[config.mk]
export PLATFORM = sky130hd
export DESIGN_NAME = ber_checker_sync
export DESIGN_NICKNAME = d
export VERILOG_FILES = /design/src/rtl/ber_checker_sync.sv
export SDC_FILE = /design/constraint.sdc
export NUM_CORES = 1
export LEC_CHECK = 0
export CORE_ASPECT_RATIO = 2
export CORE_MARGIN = 4
export CORE_UTILIZATION = 35
export CTS_BUF_LIST = sky130_fd_sc_hd__clkbuf_4 sky130_fd_sc_hd__clkbuf_8 sky130_fd_sc_hd__clkbuf_16
export DETAILED_ROUTE_END_ITERATION = 16
export PLACE_DENSITY_LB_ADDON = 0.12
export SLEW_MARGIN = 30
export SYNTH_ARGS = -nofsm -noshare
export SYNTH_HDL_FRONTEND = slang
export SYNTH_SLANG_ARGS = --single-unit
[constraint.sdc]
create_clock -name clk -period 12.6 [get_ports clk]
set_input_delay 1.26 -clock clk [delete_from_list [all_inputs] [get_ports clk]]
set_output_delay 1.26 -clock clk [all_outputs]
set_load 0.01 [all_outputs]
[src/rtl/ber_checker_sync.sv]
// ber_checker_sync: receive-side BER checker placed after the slicer.
// The checker recovers the I and Q hard bits from the slicer symbols. It
// compares them against delayed copies of the transmitter PRBS reference.
// It sweeps the reference delay one evaluation window at a time until the
// error sum is low enough to lock. While locked it accumulates saturating
// per-lane symbol and error counts. It drops lock when a window exceeds the
// unlock threshold.
//
// Ports:
//   clk          system clock
//   i_reset      asynchronous active-low reset
//   i_enable     checker enable (low forces IDLE)
//   i_sym_valid  one-cycle symbol strobe; sym/ref inputs sampled on it
//   i_sym_I/Q    signed slicer symbols
//   i_ref_bit_I/Q transmitter PRBS reference bits
//   i_clear_cnt  synchronous clear of accumulated counters
//   o_locked     high in LOCKED
//   o_delay      current candidate / locked delay
//   o_sym_cnt    symbols compared while locked
//   o_err_cnt_I/Q errors accumulated while locked
//   o_wrap_cnt   full delay sweeps without lock
//
// state  | meaning
// IDLE   | disabled; delay 0, window cleared, counters held
// SEARCH | evaluating one delay candidate per window
// LOCKED | accumulating counters, window monitor watching for loss of lock
module ber_checker_sync #(
  parameter int NBT_SYM     = 12,
  parameter int SIGN_IS_ONE = 1,
  parameter int MAX_DELAY   = 64,
  parameter int NB_DELAY    = 6,
  parameter int WINDOW      = 1024,
  parameter int NB_WIN      = 11,
  parameter int LOCK_THR    = 10,
  parameter int UNLOCK_THR  = 100,
  parameter int NB_CNT      = 48
) (
  input  logic                clk,
  input  logic                i_reset,
  input  logic                i_enable,
  input  logic                i_sym_valid,
  input  logic [NBT_SYM-1:0]  i_sym_I,
  input  logic [NBT_SYM-1:0]  i_sym_Q,
  input  logic                i_ref_bit_I,
  input  logic                i_ref_bit_Q,
  input  logic                i_clear_cnt,
  output logic                o_locked,
  output logic [NB_DELAY-1:0] o_delay,
  output logic [NB_CNT-1:0]   o_sym_cnt,
  output logic [NB_CNT-1:0]   o_err_cnt_I,
  output logic [NB_CNT-1:0]   o_err_cnt_Q,
  output logic [15:0]         o_wrap_cnt
);

  localparam int NB_SUM  = $clog2(2*WINDOW+1);
  localparam int NB_SUMW = NB_SUM + 1;

  typedef enum logic [1:0] {IDLE = 2'd0, SEARCH = 2'd1, LOCKED = 2'd2} state_t;

  state_t              state_q, state_d;
  logic [NB_DELAY-1:0] delay_q, delay_d;
  logic [NB_WIN-1:0]   win_q, win_d;
  logic [NB_SUM-1:0]   sum_q, sum_d;
  logic [15:0]         wrap_q, wrap_d;
  logic [NB_CNT-1:0]   sym_cnt_q, sym_cnt_d;
  logic [NB_CNT-1:0]   err_cnt_i_q, err_cnt_i_d;
  logic [NB_CNT-1:0]   err_cnt_q_q, err_cnt_q_d;
  // Tap 0 is the live ref bit, so only MAX_DELAY-1 past strobes need storing.
  logic [MAX_DELAY-2:0] dl_i_q, dl_i_d;
  logic [MAX_DELAY-2:0] dl_q_q, dl_q_d;

  logic [MAX_DELAY-1:0] taps_i, taps_q;
  logic                 rx_bit_i, rx_bit_q;
  logic                 err_i, err_q;
  logic [NB_SUMW-1:0]   sum_wide;
  logic [NB_SUM-1:0]    sum_new;
  logic                 win_end;
  logic                 delay_last;
  logic [NB_DELAY-1:0]  delay_next;
  logic [15:0]          wrap_next;
  logic                 unused_sym;

  assign taps_i   = {dl_i_q, i_ref_bit_I};
  assign taps_q   = {dl_q_q, i_ref_bit_Q};
  assign rx_bit_i = (SIGN_IS_ONE != 0) ? i_sym_I[NBT_SYM-1] : ~i_sym_I[NBT_SYM-1];
  assign rx_bit_q = (SIGN_IS_ONE != 0) ? i_sym_Q[NBT_SYM-1] : ~i_sym_Q[NBT_SYM-1];
  assign err_i    = rx_bit_i ^ taps_i[delay_q];
  assign err_q    = rx_bit_q ^ taps_q[delay_q];
  // Only the sign of each symbol matters to a hard-bit checker.
  assign unused_sym = ^{i_sym_I[NBT_SYM-2:0], i_sym_Q[NBT_SYM-2:0]};

  // The sum includes the current strobe, so the window-ending strobe counts.
  assign sum_wide   = {1'b0, sum_q} + NB_SUMW'(err_i) + NB_SUMW'(err_q);
  assign sum_new    = sum_wide[NB_SUM] ? {NB_SUM{1'b1}} : sum_wide[NB_SUM-1:0];
  assign win_end    = (win_q == NB_WIN'(WINDOW-1));
  assign delay_last = (delay_q == NB_DELAY'(MAX_DELAY-1));
  assign delay_next = delay_last ? '0 : delay_q + NB_DELAY'(1);
  assign wrap_next  = (delay_last && (wrap_q != 16'hFFFF)) ? wrap_q + 16'd1 : wrap_q;

  always_comb begin
    state_d     = state_q;
    delay_d     = delay_q;
    win_d       = win_q;
    sum_d       = sum_q;
    wrap_d      = wrap_q;
    sym_cnt_d   = sym_cnt_q;
    err_cnt_i_d = err_cnt_i_q;
    err_cnt_q_d = err_cnt_q_q;
    dl_i_d      = dl_i_q;
    dl_q_d      = dl_q_q;

    if (i_sym_valid) begin
      dl_i_d = taps_i[MAX_DELAY-2:0];
      dl_q_d = taps_q[MAX_DELAY-2:0];
    end

    if (!i_enable) begin
      state_d = IDLE;
      delay_d = '0;
      win_d   = '0;
      sum_d   = '0;
    end else begin
      case (state_q)
        IDLE: state_d = SEARCH;
        SEARCH, LOCKED: begin
          if (i_sym_valid) begin
            if (win_end) begin
              win_d = '0;
              sum_d = '0;
              if (state_q == SEARCH) begin
                if (sum_new <= NB_SUM'(LOCK_THR)) begin
                  state_d = LOCKED;
                end else begin
                  delay_d = delay_next;
                  wrap_d  = wrap_next;
                end
              end else if (sum_new > NB_SUM'(UNLOCK_THR)) begin
                state_d = SEARCH;
                delay_d = delay_next;
                wrap_d  = wrap_next;
              end
            end else begin
              win_d = win_q + NB_WIN'(1);
              sum_d = sum_new;
            end

            if (state_q == LOCKED) begin
              if (!(&sym_cnt_q))            sym_cnt_d   = sym_cnt_q + NB_CNT'(1);
              if (err_i && !(&err_cnt_i_q)) err_cnt_i_d = err_cnt_i_q + NB_CNT'(1);
              if (err_q && !(&err_cnt_q_q)) err_cnt_q_d = err_cnt_q_q + NB_CNT'(1);
            end
          end
        end
        default: state_d = IDLE;
      endcase
    end

    // Clear wins over any same-cycle increment.
    if (i_clear_cnt) begin
      sym_cnt_d   = '0;
      err_cnt_i_d = '0;
      err_cnt_q_d = '0;
      wrap_d      = '0;
    end
  end

  always_ff @(posedge clk or negedge i_reset) begin
    if (!i_reset) begin
      state_q     <= IDLE;
      delay_q     <= '0;
      win_q       <= '0;
      sum_q       <= '0;
      wrap_q      <= '0;
      sym_cnt_q   <= '0;
      err_cnt_i_q <= '0;
      err_cnt_q_q <= '0;
      dl_i_q      <= '0;
      dl_q_q      <= '0;
    end else begin
      state_q     <= state_d;
      delay_q     <= delay_d;
      win_q       <= win_d;
      sum_q       <= sum_d;
      wrap_q      <= wrap_d;
      sym_cnt_q   <= sym_cnt_d;
      err_cnt_i_q <= err_cnt_i_d;
      err_cnt_q_q <= err_cnt_q_d;
      dl_i_q      <= dl_i_d;
      dl_q_q      <= dl_q_d;
    end
  end

  assign o_locked    = (state_q == LOCKED);
  assign o_delay     = delay_q;
  assign o_sym_cnt   = sym_cnt_q;
  assign o_err_cnt_I = err_cnt_i_q;
  assign o_err_cnt_Q = err_cnt_q_q;
  assign o_wrap_cnt  = wrap_q;

endmodule
# Word-level counts from Yosys, hierarchy flattened
# Index checks and enable logic that the tools add are counted.
[totals]
input_bits = 31
reg_bits = 317
word_cells = 119
out_inout_bits = 167
[classes]
eq_ne = 16
reduce_logical = 25
order_cmp = 3
n_addsub = 8
bitwise_logic = 2
n_mux = 55
[op_table]
columns = ["op", "n"]
rows = [
  ["$mux 48", 18],
  ["$add 48x1->48 const B", 3],
  ["$mux 16", 9],
  ["$reduce_and 48->1", 3],
  ["$mux 12", 5],
  ["$mux 6", 8],
  ["$mux 11", 4],
  ["$reduce_and 5->1", 4],
  ["$add 16x1->16 const B", 1],
  ["$ne 16x16->1 const B", 1],
  ["$reduce_bool 2->1", 7],
  ["$add 12x1->13", 1],
  ["$add 13x1->13", 1],
  ["$bmux 1 s6", 2],
  ["$gt 12x7->1 const B", 1],
  ["$le 12x4->1 const B", 1],
  ["$mux 2", 6],
  ["$ne 3x3->1 const B", 4],
  ["$add 11x1->11 const B", 1],
  ["$eq 11x10->1 const B", 1],
  ["$ne 4x4->1 const B", 2],
  ["$lt 6x7->1 const B", 1],
  ["$add 6x1->6 const B", 1],
  ["$eq 6x6->1 const B", 1],
  ["other kinds (16)", 23],
]

# Logic depth before layout (Yosys ltp)
[logic_depth]
word_depth = 14
ltp_mapped = 23
mapped_depth_nobuf = 17

# Worst setup path after synthesis
# No wires, ideal clock.
[synth_path]
path_type = "input -> register"
from = "in i_ref_bit_I"
to = "reg wrap_q[7] (netlist: o_wrap_cnt[7])"
t_arrival_ns = 5.419
required_ns = 12.475
n_path_buf = 3
setup_slack_ns = 7.056
stages = 19
path_cell_list = "mux4_2 o2111ai_1 a22oi_2 o221a_4 xnor2_4 buf_4 buf_4 fa_1 inv_1 ha_1 nand4_1 nor2b_1 mux2i_1 nand3_1 or3_1 and4_1 buf_2 nand4_1 mux2_2"
[synth_between]
elab_chain_len = 9
[synth_lines]
columns = ["item", "line", "text"]
rows = [
  ["from (decl)", "44", "input logic i_ref_bit_I,"],
  ["$bmux 1 s6 *", "87", "assign err_i = rx_bit_i ^ taps_i[delay_q];"],
  ["$mux 1 (not written as such) *", "87", ""],
  ["$xor 1x1->1 *", "87", ""],
  ["$add 12x1->13 *", "93", "assign sum_wide = {1'b0, sum_q} + NB_SUMW'(err_i) + NB_SUMW'(err_q);"],
  ["$add 13x1->13 *", "93", ""],
  ["$mux 12 *", "94", "assign sum_new = sum_wide[NB_SUM] ? {NB_SUM{1'b1}} : sum_wide[NB_SUM-1:0];"],
  ["$le 12x4->1 / $gt 12x7->1 (equally long branches)", "131, 137", ""],
  ["$ne 3x3->1 (no line) / $reduce_bool 3->1 (equally long branches)", "n/a", ""],
  ["$reduce_and 6->1 (no line) *", "n/a", ""],
  ["to (signal assigned)", "184", "wrap_q <= wrap_d;"],
  ["to (decl)", "64", "logic [15:0] wrap_q, wrap_d;"],
]
# Mark *: on every way between the ends. The rest lies on a longest branch, timed or not. The select of a mux whose other input is x is not followed.
# A chain may end at the register's enable or synchronous reset.

# Worst setup path in the final report
[layout_path]
from = "reg delay_q[0] (netlist: o_delay[0])"
to = "reg wrap_q[5] (netlist: o_wrap_cnt[5])"
[layout_between]
elab_chain_len = 10
[layout_lines]
columns = ["item", "line", "text"]
rows = [
  ["from (decl)", "61", "logic [NB_DELAY-1:0] delay_q, delay_d;"],
  ["from (signal assigned)", "181", "delay_q <= delay_d;"],
  ["branches (longest 10 deep; another with $add 12x1->13)", "n/a", ""],
]
# Parallel ways; which one is timed is not known. The select of a mux whose other input is x is not followed.

==> metrics.txt <==
status=completed; Die H=314 um; Max clock buf depth=3; Synth Area per Inst=10.8 um2; min Tclk post-route=6240 ps; vias in the first global route=12.5k; Worst Max-Slew Pin Slew=909 ps; Worst Setup SP=o_delay[0]; CTS Hold Bufs=0; Final #Nets=1,708; Leakage=0.00807 uW; Final Total Pwr=2560 uW; yosys warns=0; post-synthesis register bit count=317; Worst R2R Start=o_delay[0]; CORE AREA=46,500 um2; Final Hold Viols=0; Via Count=12.3k; Rel. slew slack=38.1%; Routed wire per std cell=18.5 um; Area Growth Syn to Fin=20.9%; CP Class=reg2reg; endpoint type of the worst setup path=flop; FFs w/ async S/R, synth=100%; most used flip-flop cell after synthesis=dfrtp_1; Post-CTS Resized=0; final worst slack=6360 ps; CTS tree=yes; post-detail-place hpwl=29,100 um; Clock transition at path regs=60 ps; initial DRC count=690; final setup vio count=0; Post-CTS Setup Inserts=0; largest net degree at the start of global routing=172; initial antenna violation count=0; max-cap viol count=0; first-pass GRT wire length=70,200 um; Initial Util=35.3%; Core Rows=112; DRC=0; total global routing overflow=0; Worst Setup EP=o_wrap_cnt[5]; PD cells=129 nW/um2; WP data arrival=6650 ps; Final ANT Viol Nets=0; Tightest Hold Check Type=reg2reg; I/O pin cnt=198; crit-path max FO=42; IO buf count=175; H-tree depth=2; clk sinks=317; Worst Setup Start Kind=flop; Via density=5.32; root buffer cell=clkbuf_16; Netlist cell types=74; reg2reg end=o_wrap_cnt[5]; final slew viol count=0; gr usage total=16.9%; Clock Skews=16.0 ps; RSZ-0062 raised after global routing=no; Chip Width=161 um; setup TNS=0 ps; FF-to-FF path depth=17; Die Outline Area=50,600 um2; Worst Path Required=13,010 ps; layout cells sized above 1=15.4%; Pre-Repair DR Iteration Count=5; Clock Latency Late Sink=520 ps; Routed WL=42,900 um; Post-synth EDFFs=0; peak supply drop=91.8 uV; R2R Setup Slk=6360 ps; CTS Buf Count=35; RD Place Congestion=0.824; fmax=160 MHz; sequential-to-total area share from yosys stat=48.4%; syn_nets=1,567; Final Util=42.6%; diodes inserted=0; Post-Syn Area=16,400 um2; Synth Instances=1,525; worst slack at placement=5830 ps; Final period util=49.5%
==> worst max-delay path: stages (launching register included) <==
cell	delay (ps)
dfrtp_2	340
buf_4	620
mux4_2	600
or2_1	220
a41oi_1	270
a22oi_2	130
o221a_4	310
xnor2_4	250
fa_1	460
inv_1	70
ha_1	280
nand4_1	230
or2_1	400
a32oi_1	380
or3_1	230
nand4_1	520
nor3b_1	410
mux2_2	370
==> worst min path at each step <==
stage	startpoint	to	slack (ps)	cells after the start
after floorplan	sum_q[0]	sum_q[0]	470	1
after global placement	dl_i_q[62]	dl_i_q[62]	490	1
after detailed placement	dl_i_q[62]	dl_i_q[62]	490	1
after CTS	dl_i_q[62]	dl_i_q[62]	510	1
after global routing	dl_i_q[62]	dl_i_q[62]	520	1
final	dl_i_q[62]	dl_i_q[62]	510	1
==> flip-flops by register name, indices dropped and copies added (netlist names) <==
| register | flops |
|---|---|
| win_q | 11 |
| o_delay | 6 |
| dl_i_q | 63 |
| sum_q | 12 |
| o_wrap_cnt | 16 |
| o_sym_cnt | 48 |
| state_q | 2 |
| o_err_cnt_Q | 48 |
| dl_q_q | 63 |
| o_err_cnt_I | 48 |
==> per-stage QoR <==
stage,hold WS [ps],cells,cell area (um2)
after CTS,508,2314,19800
after global placement,485,2254,18600
after detailed placement,494,2254,18600
after floorplan,473,1525,16400
after global routing,522,2316,19800
final,508,2316,19800
==> layout by cell type (no fill, tap or decap), types with 4 or more instances in the layout <==
cell and n:
nor4_1 9, a31oi_1 7, buf_4 8, inv_1 28, a22o_1 9, nand2b_1 8, nand4b_1 4, a21oi_1 66
nand4_1 42, mux4_2 30, clkdlybuf4s50_1 172, nor2_1 141, and2_1 13, nand2_1 116, o21ai_0 44, xnor2_1 46
or3_1 44, o31ai_1 16, nor3_1 32, or4_1 19, clkbuf_16 35, a41oi_1 6, o21ai_1 14, clkbuf_4 4
clkinv_2 4, ha_1 10, nor4_2 4, xor2_1 44, nor2b_1 27, mux2_2 136, and4_1 24, mux2i_1 18
clkbuf_8 11, mux2_1 12, nor3b_1 7, nand3_1 61, and3_1 40, dfrtp_1 316
==> cells by family after synthesis <==
logic type               after synthesis  synth area share (%)
multiplexers                         199                  15.7
XOR/XNOR                              91                  4.97
AND/OR/NAND/NOR                      605                  19.4
buffers and inverters                110                  3.25
AO/OA/AOI/OAI                        192                  7.41
flip-flops                           317                  48.4
adder cells (fa/ha/maj)               11                 0.885
==> synthesized netlist by cell type (all sizes together), types with 3 or more instances <==
cell | number | area [um2]
mux2 | 149 | 1680
and4 | 24 | 210
nand3 | 61 | 305
o31ai | 16 | 120
buf | 32 | 239
o41ai | 3 | 26.3
or2 | 3 | 18.8
or4 | 19 | 143
and2 | 13 | 81.3
xnor2 | 47 | 430
and3 | 40 | 250
o21ai | 58 | 290
nor2 | 141 | 529
or4b | 3 | 30.0
mux2i | 20 | 225
nor2b | 27 | 169
dfrtp | 317 | 7930
nand4 | 42 | 263
a31oi | 7 | 43.8
inv | 28 | 105
nand2 | 116 | 435
a21oi | 66 | 330
clkbuf | 50 | 189
nand4b | 4 | 35.0
nand2b | 8 | 50.1
nor3b | 8 | 60.1
mux4 | 30 | 676
a41oi | 6 | 52.6
a22o | 9 | 78.8
nor3 | 33 | 170
a22oi | 4 | 48.8
or3 | 44 | 275
ha | 10 | 125
xor2 | 44 | 385
nor4 | 13 | 100
==> final cells by class <==
cell class                 instances  area, um2
clock buffer                      50       1060
inverter                          28        105
clock inverter                    10        115
multi-input combinational       1098       7950
tap                              627        785
fill                            4539      26700
sequential                       317       7930
timing repair buffer             186       1890
==> layer usage <==
layer / GRT usage (%) / vias to the layer above / share of wire [%]
met5: 0 / - / 0
met4: 4.21 / 0 / 1.7
met3: 2.74 / 40 / 4.1
met2: 30.8 / 241 / 53
met1: 20.8 / 6224 / 41
li1: - / 5813 / -
==> where the power goes <==
part	internal [uW]	total (uW)	switching, uW	leakage [uW]
clock network	626	1050	427	0.000590
logic	170	340	170	0.00316
registers	1110	1170	61.2	0.00433
Note: power is estimated with default switching activity, not from simulation.
